$ cat src/rtl/ps2_host_tx.sv
// PS/2 host-to-device transmitter: inhibits the bus, sends a start bit, 8 data bits,
// odd parity and stop on device-generated clock falls, then checks the device ACK.
module ps2_host_tx #(
    parameter int INHIBIT_CYCLES = 5000,
    parameter int TIMEOUT_CYCLES = 750000
) (
    input  logic       clk,
    input  logic       resetn,
    input  logic [7:0] tx_data,
    input  logic       tx_valid,
    output logic       tx_ready,
    input  logic       ps2_clk,
    input  logic       ps2_data,
    output logic       ps2_clk_oe,
    output logic       ps2_data_oe,
    output logic       done,
    output logic       err
);

    localparam int MAX_CYCLES = (INHIBIT_CYCLES > TIMEOUT_CYCLES) ? INHIBIT_CYCLES : TIMEOUT_CYCLES;
    localparam int CNT_W      = $clog2(MAX_CYCLES + 1);
    localparam logic [CNT_W-1:0] INH_LAST = CNT_W'(INHIBIT_CYCLES - 1);
    localparam logic [CNT_W-1:0] INH_PRE  = CNT_W'(INHIBIT_CYCLES - 2);
    localparam logic [CNT_W-1:0] TMO_LAST = CNT_W'(TIMEOUT_CYCLES - 1);
    localparam logic             INH_ONE  = (INHIBIT_CYCLES == 1);

    typedef enum logic [2:0] {
        S_IDLE,
        S_INHIBIT,
        S_START,
        S_DATA,
        S_WAIT_IDLE
    } state_t;

    state_t           state_reg;
    logic [2:0]       clk_sync_reg;
    logic [1:0]       data_sync_reg;
    logic [7:0]       byte_reg;
    logic             parity_reg;
    logic [3:0]       bit_idx_reg;
    logic [CNT_W-1:0] cnt_reg;
    logic             ack_reg;
    logic             clk_oe_reg;
    logic             data_oe_reg;
    logic             done_reg;
    logic             err_reg;

    logic fall;
    logic clk_s;
    logic data_s;

    assign fall   = clk_sync_reg[2] & ~clk_sync_reg[1];
    assign clk_s  = clk_sync_reg[2];
    assign data_s = data_sync_reg[1];

    assign tx_ready    = (state_reg == S_IDLE);
    assign ps2_clk_oe  = clk_oe_reg;
    assign ps2_data_oe = data_oe_reg;
    assign done        = done_reg;
    assign err         = err_reg;

    always_ff @(posedge clk or negedge resetn) begin
        if (!resetn) begin
            state_reg     <= S_IDLE;
            clk_sync_reg  <= 3'b111;
            data_sync_reg <= 2'b11;
            byte_reg      <= '0;
            parity_reg    <= 1'b0;
            bit_idx_reg   <= '0;
            cnt_reg       <= '0;
            ack_reg       <= 1'b0;
            clk_oe_reg    <= 1'b0;
            data_oe_reg   <= 1'b0;
            done_reg      <= 1'b0;
            err_reg       <= 1'b0;
        end else begin
            clk_sync_reg  <= {clk_sync_reg[1:0], ps2_clk};
            data_sync_reg <= {data_sync_reg[0], ps2_data};
            done_reg      <= 1'b0;
            err_reg       <= 1'b0;

            case (state_reg)
                S_IDLE: begin
                    if (tx_valid) begin
                        byte_reg    <= tx_data;
                        parity_reg  <= ~^tx_data;
                        cnt_reg     <= '0;
                        ack_reg     <= 1'b0;
                        clk_oe_reg  <= 1'b1;
                        data_oe_reg <= INH_ONE;
                        state_reg   <= S_INHIBIT;
                    end
                end

                S_INHIBIT: begin
                    if (cnt_reg == INH_LAST) begin
                        clk_oe_reg  <= 1'b0;
                        data_oe_reg <= 1'b1;
                        bit_idx_reg <= '0;
                        cnt_reg     <= '0;
                        state_reg   <= S_START;
                    end else begin
                        cnt_reg <= cnt_reg + 1'b1;
                        // Data goes low one cycle before the clock is released.
                        if (cnt_reg == INH_PRE) begin
                            data_oe_reg <= 1'b1;
                        end
                    end
                end

                S_START, S_DATA: begin
                    if (cnt_reg == TMO_LAST) begin
                        clk_oe_reg  <= 1'b0;
                        data_oe_reg <= 1'b0;
                        ack_reg     <= 1'b0;
                        err_reg     <= 1'b1;
                        state_reg   <= S_WAIT_IDLE;
                    end else begin
                        cnt_reg <= cnt_reg + 1'b1;
                        if (fall) begin
                            // bit_idx_reg counts falls already seen in this frame.
                            bit_idx_reg <= bit_idx_reg + 1'b1;
                            state_reg   <= S_DATA;
                            if (bit_idx_reg < 4'd8) begin
                                data_oe_reg <= ~byte_reg[bit_idx_reg[2:0]];
                            end else if (bit_idx_reg == 4'd8) begin
                                data_oe_reg <= ~parity_reg;
                            end else if (bit_idx_reg == 4'd9) begin
                                data_oe_reg <= 1'b0;
                            end else begin
                                ack_reg     <= ~data_s;
                                err_reg     <= data_s;
                                data_oe_reg <= 1'b0;
                                state_reg   <= S_WAIT_IDLE;
                            end
                        end
                    end
                end

                S_WAIT_IDLE: begin
                    if (clk_s && data_s) begin
                        done_reg  <= ack_reg;
                        state_reg <= S_IDLE;
                    end
                end

                default: begin
                    clk_oe_reg  <= 1'b0;
                    data_oe_reg <= 1'b0;
                    state_reg   <= S_IDLE;
                end
            endcase
        end
    end

endmodule

$ cat config.mk
export PLATFORM = sky130hd
export DESIGN_NAME = ps2_host_tx
export DESIGN_NICKNAME = d
export VERILOG_FILES = /design/src/rtl/ps2_host_tx.sv
export SDC_FILE = /design/constraint.sdc
export NUM_CORES = 1
export LEC_CHECK = 0
export CAP_MARGIN = 20
export CORE_MARGIN = 8
export CORE_UTILIZATION = 53
export DETAILED_ROUTE_END_ITERATION = 8
export GPL_ROUTABILITY_DRIVEN = 1
export PLACE_DENSITY_LB_ADDON = 0.15
export SLEW_MARGIN = 25
export SYNTH_ARGS = -nofsm -noshare
export SYNTH_HDL_FRONTEND = slang
export SYNTH_SLANG_ARGS = --single-unit
$ cat constraint.sdc
create_clock -name clk -period 2.3 [get_ports clk]
set_clock_uncertainty 0.1 [all_clocks]
set_input_delay 0.46 -clock clk [delete_from_list [all_inputs] [get_ports clk]]
set_output_delay 0.46 -clock clk [all_outputs]
set_load 0.005 [all_outputs]
Yosys cells after proc, flatten, opt, wreduce, memory -nomap -nowiden. Index checks and enable logic that the tools add are counted.

Muxes and demuxes: 45. Add/subtract/negate cells: 2. Equality and inequality tests: 20. Magnitude comparators: 2. Bitwise operators: 6. Reductions and logical operators: 14.

Operators with widths (count): $mux W20 (3); $pmux W20 S3 (1); $eq A20 B13 Y1 const B (2); $mux W1 (24); $mux W3 (8); $add A20 B1 Y20 const B (1); $eq A20 B20 Y1 const B (1); $reduce_and A4 Y1 (4); $ne A3 B3 Y1 const B (5); $mux W4 (3); $ne A2 B2 Y1 const B (6); $pmux W3 S4 (1); $eq A4 B4 Y1 const B (2); $pmux W1 S4 (2); $pmux W4 S2 (1); $reduce_xnor A8 Y1 (1); $eq A3 B2 Y1 const B (2); $reduce_and A6 Y1 (1); $not A1 Y1 (5); $add A4 B1 Y4 const B (1); $lt A3 B4 Y1 const B (1); $lt A4 B4 Y1 const B (1); $reduce_bool A2 Y1 (2); $bmux W1 S3 (1); other kinds (10) (10).

Word-level logic and storage cells: 101. Register bits: 46. Output and inout port bits: 5. Input port bits: 13.

Longest topological paths before layout.
Word-level depth: 7. Depth in mapped cells: 9. Depth with buffers taken out: 8.

Worst setup path after synthesis. OpenSTA, ideal clock, no wires.

Kind: register to register. From: register cnt_reg[10]. To: register cnt_reg[15]. Clock period less this slack: 1.893 ns. Setup slack: 0.407 ns. Library setup time: 0.119 ns. Required time: 2.081 ns. Path buffers: 1. Arrival: 1.674 ns. Stages on the path, launching flop included: 8. Cells stage by stage: dfrtp_1 nor4_2 nand3_1 nor3_2 a21oi_2 nor3_4 buf_6 nor2_1.

Longest elaborated chain between the ends: 3. Elaborated cells between the ends (all ways): 8. Classes of those cells: add/sub (1); eq/ne (3); mux (3); reduce/logical (1).

Ends and longest elaborated chain: from (decl) (line 41) `logic [CNT_W-1:0] cnt_reg;`; from (signal assigned) (line 103) `cnt_reg <= cnt_reg + 1'b1;`; from (signal assigned) (line 119) `cnt_reg <= cnt_reg + 1'b1;`; $add A20 B1 Y20, or another cell as far along (line 103, 119); $mux W20, or another cell as far along (line 112) `if (cnt_reg == TMO_LAST) begin`; $pmux W20 S3 or $reduce_and A3 Y1 (tied branches).

Several ways; a longest one is shown, not always the timed one. The select of a mux whose other input is x is not followed. A chain may end at the register's enable or synchronous reset.

Worst setup path in the final report.
From: register cnt_reg[3]. To: register clk_oe_reg, in the netlist ps2_clk_oe.

Longest elaborated chain between the ends: 3. Elaborated cells between the ends (all ways): 5. Classes of those cells: eq/ne (4); reduce/logical (1).

Ends and longest elaborated chain: $eq A20 B20 Y1 or $eq A20 B13 Y1 (tied branches) (line 112, 96); $ne A2 B2 Y1 (no source line); $reduce_and A4 Y1 (no source line) (*); to (signal assigned) (line 97) `clk_oe_reg <= 1'b0;`; to (signal assigned) (line 113) `clk_oe_reg <= 1'b0;`; to (signal assigned) (line 148) `clk_oe_reg <= 1'b0;`; to (decl) (line 43) `logic clk_oe_reg;`.

Every way passes the cells marked *; elsewhere a longest branch is shown, timed or not.

==> metrics <==
non-filler cells, final between 300 and 400; Largest register FFs 20; H-Tree Level Count 2; initial antenna violation count 0; status complete, no violations; worst hold-check path type in2async; n_diodes 0; Tmin final 2.04 ns; Top FF cell, synth dfrtp_1; fin area 0.00292 mm²; clock sinks 46; peak supply drop 429 µV; unrepaired setup endpoints after global routing no; Max Fanout on Critical Path 6; number of fill cells 400; port bufs 17; cts bufs inserted 5; Pint 1.51 mW; Detail Placement HPWL roughly 3.8 mm; largest net degree at the start of global routing 47; gr ovfl total 0; Flop pwr share between 50% and 60%; Worst slew margin slightly above 60%; drt drc 0; final wirelength 5.18 mm; GR Util All Layers 15.8%; setup bufs post-CTS 0; cell taking the most area after synthesis dfrtp_1; CTS tree yes; Avg WL per Cell 15.2 µm; number of global-route vias before repair 1,994; largest cells by area after synthesis dfrtp_1 (41%), dfstp_2 (5.2%), nor2_1 (5.1%); Max Clock Freq 0.489 GHz; LEAKAGE 1.26 nW; R2R cell count 6; final setup fails 0; Multi-input gate area 0.00128 mm²; switching share of power 29.7%; Mapped Avg Cell Area around 9.8 µm²; Final period util 88.9%; clk buf depth 2; area grow syn2layout 15.9%; via count 1,934; R2R setup slack between 0.2 and 0.3 ns; count of cell types in the netlist 51; Area after DPL about 0.0028 mm²; flops & latches, synth 46; Crit. End Element register; Worst-Margin Slew between 0.5 and 0.6 ns; initial core utilization 54.0%; reg2reg start cnt_reg[3]$_DFFE_PN0P_; Clk Latency, worst-skew pair slightly below 0.3 ns; Core ar. around 0.0047 mm²; die area 0.00721 mm²; Post-synth top cells dfrtp_1 (41), nor2_1 (34), nand3_1 (20); WP data required 2.43 ns; Final Hold Viols 0; CTS root buf clkbuf_8; EDFF count, synth 0; TNS Setup 0 ns; 1st-iter DRT viols 165; Sw Pwr 638 µW; post-synthesis instance total 256; Syn Nets 274; Seq/Total Area, Yosys 46.0%; Final Util 62.6%; Clock transition at path regs 0.09 ns; reg-to-reg endpoint ps2_clk_oe$_DFFE_PN0P_; Max Cap Viol 0; Inst Count DP 333; gpl congestion ~0.85; Netlist Area Pre-Place between 0.002 and 0.003 mm²; Vias/cell 5.67; asr flop ratio synth between 90% and 100%; die height around 85 µm; I/O pin cnt 18; share of cells above drive strength 1 17.4%; clock share of power 24.0%; Routed Antenna Nets 0; drt first pass iters 4; die span in x around 85 µm; CP arrival 2.17 ns; combinational group share of total power between 20 and 25%; first-pass GRT wire length 9.34 mm; pwr/cell area 735 mW/mm²; CP Launch Type register; share of the synthesized area in the top cell type 40.8%; row cnt 25; Final nets roughly 300; Max Slew Vio Count 0; count leader, synth dfrtp_1; register area around 0.0012 mm²; Synth Warn # 0; WS Path Type reg2reg
[stage by stage]
step	hold slack (ns)	setup WS (ns)	total power [mW]
after floorplan	0.0644	0.407	1.45
after global placement	0.245	0.130	1.63
after detailed placement	0.248	0.124	1.65
after CTS	0.164	0.0711	2.17
after global routing	0.201	0.000905	2.30
final	0.150	0.256	2.14
[cell usage in the layout (no fill, tap or decap), drive strengths merged, types with 2 or more instances in the layout]
cell and n:
a211oi 3, xnor2 14, or2 3, nand2 18
ha 5, a31oi 4, and3 6, dfstp 5
clkbuf 6, a21oi 10, o21ai 9, mux2i 3
nand3 20, mux2 10, and4 2, buf 15
o21a 2, xor2 12, nor3 8, nor2b 3
nor2 34, inv 9, nor4 7, clkdlybuf4s50 15
nand4 4, dfrtp 41
[cells by family after synthesis]
logic type,synth area share [%]
multiplexers,5.67
adder cells (fa/ha/maj),2.49
buffers and inverters,3.23
AO/OA/AOI/OAI,9.00
XOR/XNOR,9.05
AND/OR/NAND/NOR,24.6
flip-flops,46.0
[area by class of cell]
class | instances | area share [%]
flip-flops and latches | 46 | 39.7
multi-input cells | 193 | 43.8
well taps | 54 | 2.32
clock inverters | 2 | 0.429
inverters | 9 | 1.16
clock buffers | 6 | 2.83
repair buffers | 31 | 9.78
[worst max-delay path by stage]
stage	from	end	slack (ns)	depth (start not counted)
2_1_floorplan	cnt_reg[10]$_DFFE_PN0P_	cnt_reg[15]$_DFFE_PN0P_	0.41	7
3_5_place_dp	tx_valid	cnt_reg[19]$_DFFE_PN0P_	0.12	6
6_report	cnt_reg[3]$_DFFE_PN0P_	ps2_clk_oe$_DFFE_PN0P_	0.26	6
5_1_grt	cnt_reg[3]$_DFFE_PN0P_	ps2_clk_oe$_DFFE_PN0P_	0.0009	6
4_1_cts	state_reg[0]$_DFFE_PN0P_	tx_ready	0.07	3
3_3_place_gp	tx_valid	cnt_reg[19]$_DFFE_PN0P_	0.13	6
[metal layers]
layer	vias up	GRT usage [%]	share of wire (%)
li1	957	-	-
met1	939	22.0	52
met2	34	24.1	44
met3	4	3.47	3.4
met4	0	4.37	0.75
met5	-	0	0
[worst max-delay path, stage by stage, from the launching register on]
cell	delay [ns]
dfrtp_1	0.46
nor4b_1	0.35
nand3_1	0.22
nor3_2	0.29
a2bb2oi_1	0.33
a31oi_1	0.12
a21oi_1	0.11
[power by group through the flow]
stage / sequential [mW] / clock, mW / combinational (mW)
2_1_floorplan: 1.08 / 0 / 0.364
3_3_place_gp: 1.12 / 0 / 0.517
3_5_place_dp: 1.12 / 0 / 0.531
4_1_cts: 1.11 / 0.534 / 0.531
5_1_grt: 1.13 / 0.566 / 0.595
6_report: 1.11 / 0.514 / 0.525
[timing repair]
item,4_1_cts,5_1_grt
hold buffers,0,0
hold endpoints to repair,0,0
endpoints found under the setup margin,0,1
gates resized for setup,0,1
(Power assumes the default switching activity.)
